--- src/rtl/mem_port_arbiter_if.sv ---
// mem_port_arbiter_if: fetch, load/store and memory-port signal bundle around the arbiter
interface mem_port_arbiter_if #(
   parameter int ADDR_W = 32,
   parameter int DATA_W = 32
);
   logic                inst_req_valid;
   logic                inst_req_ready;
   logic [ADDR_W-1:0]   inst_addr;
   logic [DATA_W-1:0]   inst_rdata;
   logic                inst_rdata_valid;
   logic                inst_rdata_ready;
   logic                data_req_valid;
   logic                data_req_ready;
   logic [ADDR_W-1:0]   data_addr;
   logic                data_wen;
   logic [DATA_W-1:0]   data_wdata;
   logic [DATA_W/8-1:0] data_wstrb;
   logic [DATA_W-1:0]   data_rdata;
   logic                data_rdata_valid;
   logic                data_rdata_ready;
   logic                mem_req_valid;
   logic                mem_req_ready;
   logic [ADDR_W-1:0]   mem_addr;
   logic                mem_wen;
   logic [DATA_W-1:0]   mem_wdata;
   logic [DATA_W/8-1:0] mem_wstrb;
   logic [DATA_W-1:0]   mem_rdata;
   logic                mem_rdata_valid;
   logic                mem_rdata_ready;
   modport master (
      input  inst_req_valid, inst_addr, inst_rdata_ready,
      input  data_req_valid, data_addr, data_wen, data_wdata, data_wstrb, data_rdata_ready,
      input  mem_req_ready, mem_rdata, mem_rdata_valid,
      output inst_req_ready, inst_rdata, inst_rdata_valid,
      output data_req_ready, data_rdata, data_rdata_valid,
      output mem_req_valid, mem_addr, mem_wen, mem_wdata, mem_wstrb, mem_rdata_ready
   );
   modport slave (
      output inst_req_valid, inst_addr, inst_rdata_ready,
      output data_req_valid, data_addr, data_wen, data_wdata, data_wstrb, data_rdata_ready,
      output mem_req_ready, mem_rdata, mem_rdata_valid,
      input  inst_req_ready, inst_rdata, inst_rdata_valid,
      input  data_req_ready, data_rdata, data_rdata_valid,
      input  mem_req_valid, mem_addr, mem_wen, mem_wdata, mem_wstrb, mem_rdata_ready
   );
endinterface

--- src/rtl/mem_port_arbiter.sv ---
// mem_port_arbiter: one-outstanding arbiter of fetch and load/store onto a single memory port (ARB_ROUND_ROBIN_EN selects round-robin contention)
module mem_port_arbiter #(
   parameter int ADDR_W = 32,
   parameter int DATA_W = 32
) (
   input logic clk,
   input logic rst,
   mem_port_arbiter_if.master bus
);
   typedef enum logic [2:0] {IDLE, REQ_I, REQ_D, RESP_I, RESP_D} state_t;
   state_t state, state_nxt;
   logic [ADDR_W-1:0] addr_sel;
   logic [DATA_W-1:0] wdata_sel;
   logic [DATA_W/8-1:0] wstrb_sel;
   logic grant_d;
`ifdef ARB_ROUND_ROBIN_EN
   logic last_d;
   // record which requester won the latest grant so contention alternates
   always_ff @(posedge clk)
      if (rst) last_d <= 1'b0;
      else if (state == IDLE && state_nxt != IDLE) last_d <= state_nxt == REQ_D;
   assign grant_d = bus.data_req_valid && !(bus.inst_req_valid && last_d);
`else
   assign grant_d = bus.data_req_valid;
`endif
   assign bus.mem_addr = addr_sel;
   assign bus.mem_wdata = wdata_sel;
   assign bus.mem_wstrb = wstrb_sel;
   // state register; reset abandons any transaction in flight
   always_ff @(posedge clk)
      if (rst) state <= IDLE;
      else state <= state_nxt;
   // route the granted requester to the memory port and steer the response back
   always_comb begin
      state_nxt = state;
      bus.inst_req_ready = 1'b0;
      bus.inst_rdata = '0;
      bus.inst_rdata_valid = 1'b0;
      bus.data_req_ready = 1'b0;
      bus.data_rdata = '0;
      bus.data_rdata_valid = 1'b0;
      bus.mem_req_valid = 1'b0;
      bus.mem_wen = 1'b0;
      bus.mem_rdata_ready = 1'b0;
      addr_sel = '0;
      wdata_sel = '0;
      wstrb_sel = '0;
      case (state)
         IDLE: state_nxt = grant_d ? REQ_D : bus.inst_req_valid ? REQ_I : IDLE;
         REQ_I: begin
            bus.mem_req_valid = bus.inst_req_valid;
            addr_sel = bus.inst_addr;
            bus.inst_req_ready = bus.mem_req_ready;
            if (bus.inst_req_valid && bus.mem_req_ready) state_nxt = RESP_I;
         end
         REQ_D: begin
            bus.mem_req_valid = bus.data_req_valid;
            addr_sel = bus.data_addr;
            bus.mem_wen = bus.data_wen;
            wdata_sel = bus.data_wdata;
            wstrb_sel = bus.data_wstrb;
            bus.data_req_ready = bus.mem_req_ready;
            if (bus.data_req_valid && bus.mem_req_ready) state_nxt = bus.data_wen ? IDLE : RESP_D;
         end
         RESP_I: begin
            bus.inst_rdata_valid = bus.mem_rdata_valid;
            bus.inst_rdata = bus.mem_rdata_valid ? bus.mem_rdata : '0;
            bus.mem_rdata_ready = bus.inst_rdata_ready;
            if (bus.mem_rdata_valid && bus.inst_rdata_ready) state_nxt = IDLE;
         end
         RESP_D: begin
            bus.data_rdata_valid = bus.mem_rdata_valid;
            bus.data_rdata = bus.mem_rdata_valid ? bus.mem_rdata : '0;
            bus.mem_rdata_ready = bus.data_rdata_ready;
            if (bus.mem_rdata_valid && bus.data_rdata_ready) state_nxt = IDLE;
         end
         default: state_nxt = IDLE;
      endcase
   end
endmodule

--- src/flat_wrapper.sv ---
// flat-port wrapper written by rule: the top's interface ports become plain ports
module mem_port_arbiter_flat 
#(
   parameter int ADDR_W = 32,
   parameter int DATA_W = 32
)
  (clk, rst, bus_inst_req_valid, bus_inst_addr, bus_inst_rdata_ready, bus_data_req_valid, bus_data_addr, bus_data_wen, bus_data_wdata, bus_data_wstrb, bus_data_rdata_ready, bus_mem_req_ready, bus_mem_rdata, bus_mem_rdata_valid, bus_inst_req_ready, bus_inst_rdata, bus_inst_rdata_valid, bus_data_req_ready, bus_data_rdata, bus_data_rdata_valid, bus_mem_req_valid, bus_mem_addr, bus_mem_wen, bus_mem_wdata, bus_mem_wstrb, bus_mem_rdata_ready);
  mem_port_arbiter_if #(.ADDR_W(ADDR_W), .DATA_W(DATA_W)) bus_i ();
  input logic clk;
  input logic rst;
  input wire logic [$bits(bus_i.inst_req_valid)-1:0] bus_inst_req_valid;
  input wire logic [$bits(bus_i.inst_addr)-1:0] bus_inst_addr;
  input wire logic [$bits(bus_i.inst_rdata_ready)-1:0] bus_inst_rdata_ready;
  input wire logic [$bits(bus_i.data_req_valid)-1:0] bus_data_req_valid;
  input wire logic [$bits(bus_i.data_addr)-1:0] bus_data_addr;
  input wire logic [$bits(bus_i.data_wen)-1:0] bus_data_wen;
  input wire logic [$bits(bus_i.data_wdata)-1:0] bus_data_wdata;
  input wire logic [$bits(bus_i.data_wstrb)-1:0] bus_data_wstrb;
  input wire logic [$bits(bus_i.data_rdata_ready)-1:0] bus_data_rdata_ready;
  input wire logic [$bits(bus_i.mem_req_ready)-1:0] bus_mem_req_ready;
  input wire logic [$bits(bus_i.mem_rdata)-1:0] bus_mem_rdata;
  input wire logic [$bits(bus_i.mem_rdata_valid)-1:0] bus_mem_rdata_valid;
  output wire logic [$bits(bus_i.inst_req_ready)-1:0] bus_inst_req_ready;
  output wire logic [$bits(bus_i.inst_rdata)-1:0] bus_inst_rdata;
  output wire logic [$bits(bus_i.inst_rdata_valid)-1:0] bus_inst_rdata_valid;
  output wire logic [$bits(bus_i.data_req_ready)-1:0] bus_data_req_ready;
  output wire logic [$bits(bus_i.data_rdata)-1:0] bus_data_rdata;
  output wire logic [$bits(bus_i.data_rdata_valid)-1:0] bus_data_rdata_valid;
  output wire logic [$bits(bus_i.mem_req_valid)-1:0] bus_mem_req_valid;
  output wire logic [$bits(bus_i.mem_addr)-1:0] bus_mem_addr;
  output wire logic [$bits(bus_i.mem_wen)-1:0] bus_mem_wen;
  output wire logic [$bits(bus_i.mem_wdata)-1:0] bus_mem_wdata;
  output wire logic [$bits(bus_i.mem_wstrb)-1:0] bus_mem_wstrb;
  output wire logic [$bits(bus_i.mem_rdata_ready)-1:0] bus_mem_rdata_ready;
  assign bus_i.inst_req_valid = bus_inst_req_valid;
  assign bus_i.inst_addr = bus_inst_addr;
  assign bus_i.inst_rdata_ready = bus_inst_rdata_ready;
  assign bus_i.data_req_valid = bus_data_req_valid;
  assign bus_i.data_addr = bus_data_addr;
  assign bus_i.data_wen = bus_data_wen;
  assign bus_i.data_wdata = bus_data_wdata;
  assign bus_i.data_wstrb = bus_data_wstrb;
  assign bus_i.data_rdata_ready = bus_data_rdata_ready;
  assign bus_i.mem_req_ready = bus_mem_req_ready;
  assign bus_i.mem_rdata = bus_mem_rdata;
  assign bus_i.mem_rdata_valid = bus_mem_rdata_valid;
  assign bus_inst_req_ready = bus_i.inst_req_ready;
  assign bus_inst_rdata = bus_i.inst_rdata;
  assign bus_inst_rdata_valid = bus_i.inst_rdata_valid;
  assign bus_data_req_ready = bus_i.data_req_ready;
  assign bus_data_rdata = bus_i.data_rdata;
  assign bus_data_rdata_valid = bus_i.data_rdata_valid;
  assign bus_mem_req_valid = bus_i.mem_req_valid;
  assign bus_mem_addr = bus_i.mem_addr;
  assign bus_mem_wen = bus_i.mem_wen;
  assign bus_mem_wdata = bus_i.mem_wdata;
  assign bus_mem_wstrb = bus_i.mem_wstrb;
  assign bus_mem_rdata_ready = bus_i.mem_rdata_ready;
  mem_port_arbiter #(.ADDR_W(ADDR_W), .DATA_W(DATA_W)) u_core (.clk(clk), .rst(rst), .bus(bus_i));
endmodule
--- config.mk ---
export PLATFORM = sky130hd
export DESIGN_NAME = mem_port_arbiter_flat
export DESIGN_NICKNAME = d
export VERILOG_FILES = /design/src/rtl/mem_port_arbiter_if.sv /design/src/rtl/mem_port_arbiter.sv /design/src/flat_wrapper.sv
export SDC_FILE = /design/constraint.sdc
export NUM_CORES = 1
export LEC_CHECK = 0
export ABC_AREA = 1
export CORE_AREA = 5 5 107 109
export CTS_BUF_LIST = sky130_fd_sc_hd__clkbuf_16
export CTS_CLUSTER_DIAMETER = 150
export DETAILED_ROUTE_END_ITERATION = 16
export DIE_AREA = 0 0 112 114
export PLACE_DENSITY = 0.59
export RECOVER_POWER = 50
export SLEW_MARGIN = 10
export SYNTH_ARGS = -nofsm -noshare
export SYNTH_HDL_FRONTEND = slang
export SYNTH_SLANG_ARGS = --single-unit
export TNS_END_PERCENT = 5
--- constraint.sdc ---
create_clock -name clk -period 3.3 [get_ports clk]
set_input_delay 0.99 -clock clk [delete_from_list [all_inputs] [get_ports clk]]
set_output_delay 0.99 -clock clk [all_outputs]
set_load 0.01 [all_outputs]
### Word level (Yosys, flattened, before mapping)

Index checks and enable logic that the tools add are counted.

| word-level totals | value |
|---|---|
| register bits | 3 |
| bits of input ports | 141 |
| output and inout bits | 139 |
| word-level logic and storage cells | 36 |

| cells by class | value |
|---|---|
| equal/unequal tests | 8 |
| mux-type cells | 21 |
| reduce and logical (&&, ||, !) cells | 6 |

Operator list:

| operator | number |
|---|---|
| $mux 32 | 4 |
| $pmux 32 s2 | 1 |
| $mux 3 | 6 |
| $pmux 3 s5 | 1 |
| $ne 2x1->1 const B | 4 |
| $eq 3x2->1 const B | 2 |
| $mux 1 | 6 |
| $logic_and 1x1->1 | 4 |
| $mux 4 | 1 |
| $pmux 1 s2 | 2 |
| $reduce_and 4->1 | 1 |
| $eq 3x1->1 const B | 1 |
| $eq 3x3->1 const B | 1 |
| $logic_not 3->1 | 1 |

### Longest topological paths before layout

| depth | value |
|---|---|
| word-level depth | 3 |
| depth in mapped cells | 9 |
| depth with buffers taken out | 8 |

### Least setup slack after synthesis

Ideal clock, no wire load.

| timing | value |
|---|---|
| path kind | input to output |
| from | input bus_mem_rdata_valid |
| to | output bus_inst_rdata[10] |
| data arrival time | 1,613 ps |
| required time | 2,310 ps |
| slack | 697 ps |
| cell stages on the path | 5 |
| path buffers | 1 |
| cells stage by stage | inv_1 nor2_2 inv_2 buf_2 nor2_1 |

| between the ends | value |
|---|---|
| longest elaborated chain between the ends | 2 |

RTL lines:

| item | line | text |
|---|---|---|
| start, declared | flat_wrapper.sv:22 | `input wire logic [$bits(bus_i.mem_rdata_valid)-1:0] bus_mem_rdata_valid;` |
| $mux 32 | mem_port_arbiter.sv:67 | `bus.inst_rdata = bus.mem_rdata_valid ? bus.mem_rdata : '0;` |
| $mux 32 | mem_port_arbiter.sv:48 | `case (state)` |
| end, declared | flat_wrapper.sv:24 | `output wire logic [$bits(bus_i.inst_rdata)-1:0] bus_inst_rdata;` |

Every way passes these cells.

### Final worst setup path

| timing | value |
|---|---|
| from | input bus_data_addr[7] |
| to | output bus_mem_addr[7] |

| between the ends | value |
|---|---|
| longest elaborated chain between the ends | 1 |

RTL lines:

| item | line | text |
|---|---|---|
| start, declared | flat_wrapper.sv:15 | `input wire logic [$bits(bus_i.data_addr)-1:0] bus_data_addr;` |
| $pmux 32 s2 | mem_port_arbiter.sv:48 |  |
| end, declared | flat_wrapper.sv:30 | `output wire logic [$bits(bus_i.mem_addr)-1:0] bus_mem_addr;` |

Every way passes these cells.

==> results.cfg <==
[timing]
rsz0062_at_grt = true
setup_ws_ns = 0.06407
period_needed_ns = 3.236
finalMaxSlewViolations = 0
slew-limit-headroom_pct = 74.79
hold_viol = 0
skew_ns = 0.002665
setup_violations = 0
clock.fmax_mhz = 309.0
worst_pin_slew_ns = 0.3781
post-route-period-util_pct = 98.06

[pwr]
power_switching_w = 0.0007698
p_clk_share_pct = 11.0
pwr_density_cell_mw_per_mm2 = 412.1
p_sw_share_pct = 43.61
seq_power_share_pct = 5.0
internal-power_w = 0.0009955
total_power_w = 0.001765
combPwrFrac_pct = 84.0
peakVddDrop_v = 0.0002135
p_leak_nw = 2.350

[layout]
reg_top3 = u_core.state (3)
antenna_cells = 0
nets = 690
largest_register_ff_count = 3
fin_util_pct = 40.77
multi_input_area_sq_um = 873.3
area_growth_syn_to_layout_pct = 221.2
seq_area_sq_um = 60.06
fin_area_sq_mm = 0.004284
regMostFlops = u_core.state
fillers = 1103
drive_gt1_share_pct = 5.839

[synthesis]
yosys-top-cells-area = nor2_1 31%, inv_1 22%, a22o_1 21%, buf_2 4.9%, dfxtp_1 4.5%
syn_area_sq_mm = 0.001334
async_flop_share_pct = 0
synth.top_cells.by_count = 109 x nor2_1, 77 x inv_1, 32 x a22o_1, 14 x nand2_1, 13 x buf_2
synth_top_area_share_pct = 30.68
synth_seq_area_share_pct = 4.503
yosysWarnings = 0
synth_flop_cell = dfxtp_1
synth.distinct_cells = 18
yosysTopAreaCell = nor2_1
synth_fp_nets = 416
synth_most_common_cell = nor2_1
synthCells = 275
synth_edf_count = 0
avgSynthCellArea_sq_um = 4.850
synth_seq_cells = 3

[clock_network]
insertion_delay_ns = 0.23
cts_sinks = 3
clk_pin_slew_ns = 0.03
h-tree-depth = 1
cts-root-buf = clkbuf_16
cts_tree = built
clock_path_buffers = 2
cts_buffers = 3

[floorplanning]
core_area_sq_mm = 0.01051
io_pins = 280
start_util_pct = 12.69
die_x_um = 112
rows = 38
die_h_um = 114
dieArea_sq_mm = 0.01277

[global_route]
antenna_found_initial = 0
track_usage_pct = 13.15
grt_max_degree = 41
grt_pass1_vias = 2755
grt_overflow = 0
grt_pass1_wl_um = 13700

[routing]
routed_wl_um = 9292
met1_length_um = 3497
wl_met2_um = 4774
wl_met3_um = 924
route.detailed.drc = 0
via_count = 2660
dr.pass1.iters = 4
wire_per_inst_um = 13.51
drtAntennaViolNets = 0
viasPerCell = 3.866
routed.top_layer = met4
drtIter0Drc = 132

[min_path]
min_from = u_core.state[2]
min_path_type = reg2reg

[critical_path]
r2r_start = u_core.state[2]
path_cells = clkdlybuf4s50_1 > a22o_1 > dlygate4sd3_1
crit_path_start_kind = input port
crit_path_max_fanout = 1
critPathLaunch = bus_data_addr[7]
critPathKind = in2out
required_ns = 2.31
crit_arrival_ns = 2.25
crit_path_end_kind = primary output
slowest_delay_ns = 0.61
cp_slowest_cell = dlygate4sd3_1

[placed_design]
placed_cell_area_sq_mm = 0.004260
pre_cts_slack_ns = -0.4354
port_buffers = 279
gp_congestion = 0.7931
hpwl_um = 8164

[run_status]
outcome = complete, no violations

[flow_run]
drv_cap = 0
kinds of logic after synthesis:
logic type | share of synthesized area [%]
DFF | 4.503
AOI/OAI and AO/OA | 23.73
buffers and inverters | 31.33
and+or+nand+nor | 40.43
worst paths after layout:
path	to	slack (ns)	cells after the start
min reg2reg	u_core.state[2]	0.62	2
max reg2reg	u_core.state[2]	1.85	8
min	u_core.state[2]	0.62	2
max	bus_mem_addr[7]	0.06	3
layout by cell type (no fill, tap or decap), types with 2 or more instances in the layout:
cell             instances
nand3_1                  6
buf_4                    9
clkbuf_16                3
inv_2                    2
inv_8                    2
dfxtp_1                  3
nor2_4                   2
a22o_1                  32
a21oi_1                  2
clkdlybuf4s50_1        158
nor2_2                   5
dlygate4sd3_1           54
dlygate4sd2_1           38
nor2_1                 106
clkbuf_2                 6
clkdlybuf4s15_1         19
inv_1                   78
nand2_1                 14
final cells by class:
cell class                 count  area share [%]
sequential                     3           1.402
inverter                      81           7.447
tap                          140           4.089
clock buffer                   3           1.752
timing repair buffer         287           64.84
clock inverter                 1         0.08762
multi-input combinational    173           20.39
layer usage:
metal  up-vias  global-route usage, %
met5         -                      0
met4         0                  2.564
met3         6                  4.085
met2       157                  25.50
met1      1141                  14.03
li1       1356                      -
stage by stage:
stage / hold slack, ns / instances / setup TNS (ns)
3_5_place_dp: 0.6170 / 684 / -20.14
4_1_cts: 0.6195 / 688 / 0
3_3_place_gp: 0.6231 / 684 / -19.81
2_1_floorplan: 0.5923 / 275 / 0
6_report: 0.6185 / 688 / 0
5_1_grt: 0.6502 / 688 / -0.01776
power by group through the flow:
stage	sequential (W)	clock [W]	combinational [W]
6_report	0.0000883	0.000194	0.00148
3_3_place_gp	0.0000891	0	0.00161
5_1_grt	0.0000912	0.000198	0.00161
2_1_floorplan	0.0000611	0	0.000748
3_5_place_dp	0.0000886	0	0.00162
4_1_cts	0.0000878	0.000197	0.00159
worst max-delay path, delay by kind of cell:
family / cells / cell delay [ns]
compound gates: 1 / 0.24
buf+inv: 2 / 1.02
what timing repair did:
item / CTS / global route
hold buffers: 0 / 0
gates resized for setup: 77 / 36
endpoints found under the setup margin: 67 / 29
pin swaps: 0 / 1
buffers inserted: 0 / 0
(Power assumes the default switching activity.)
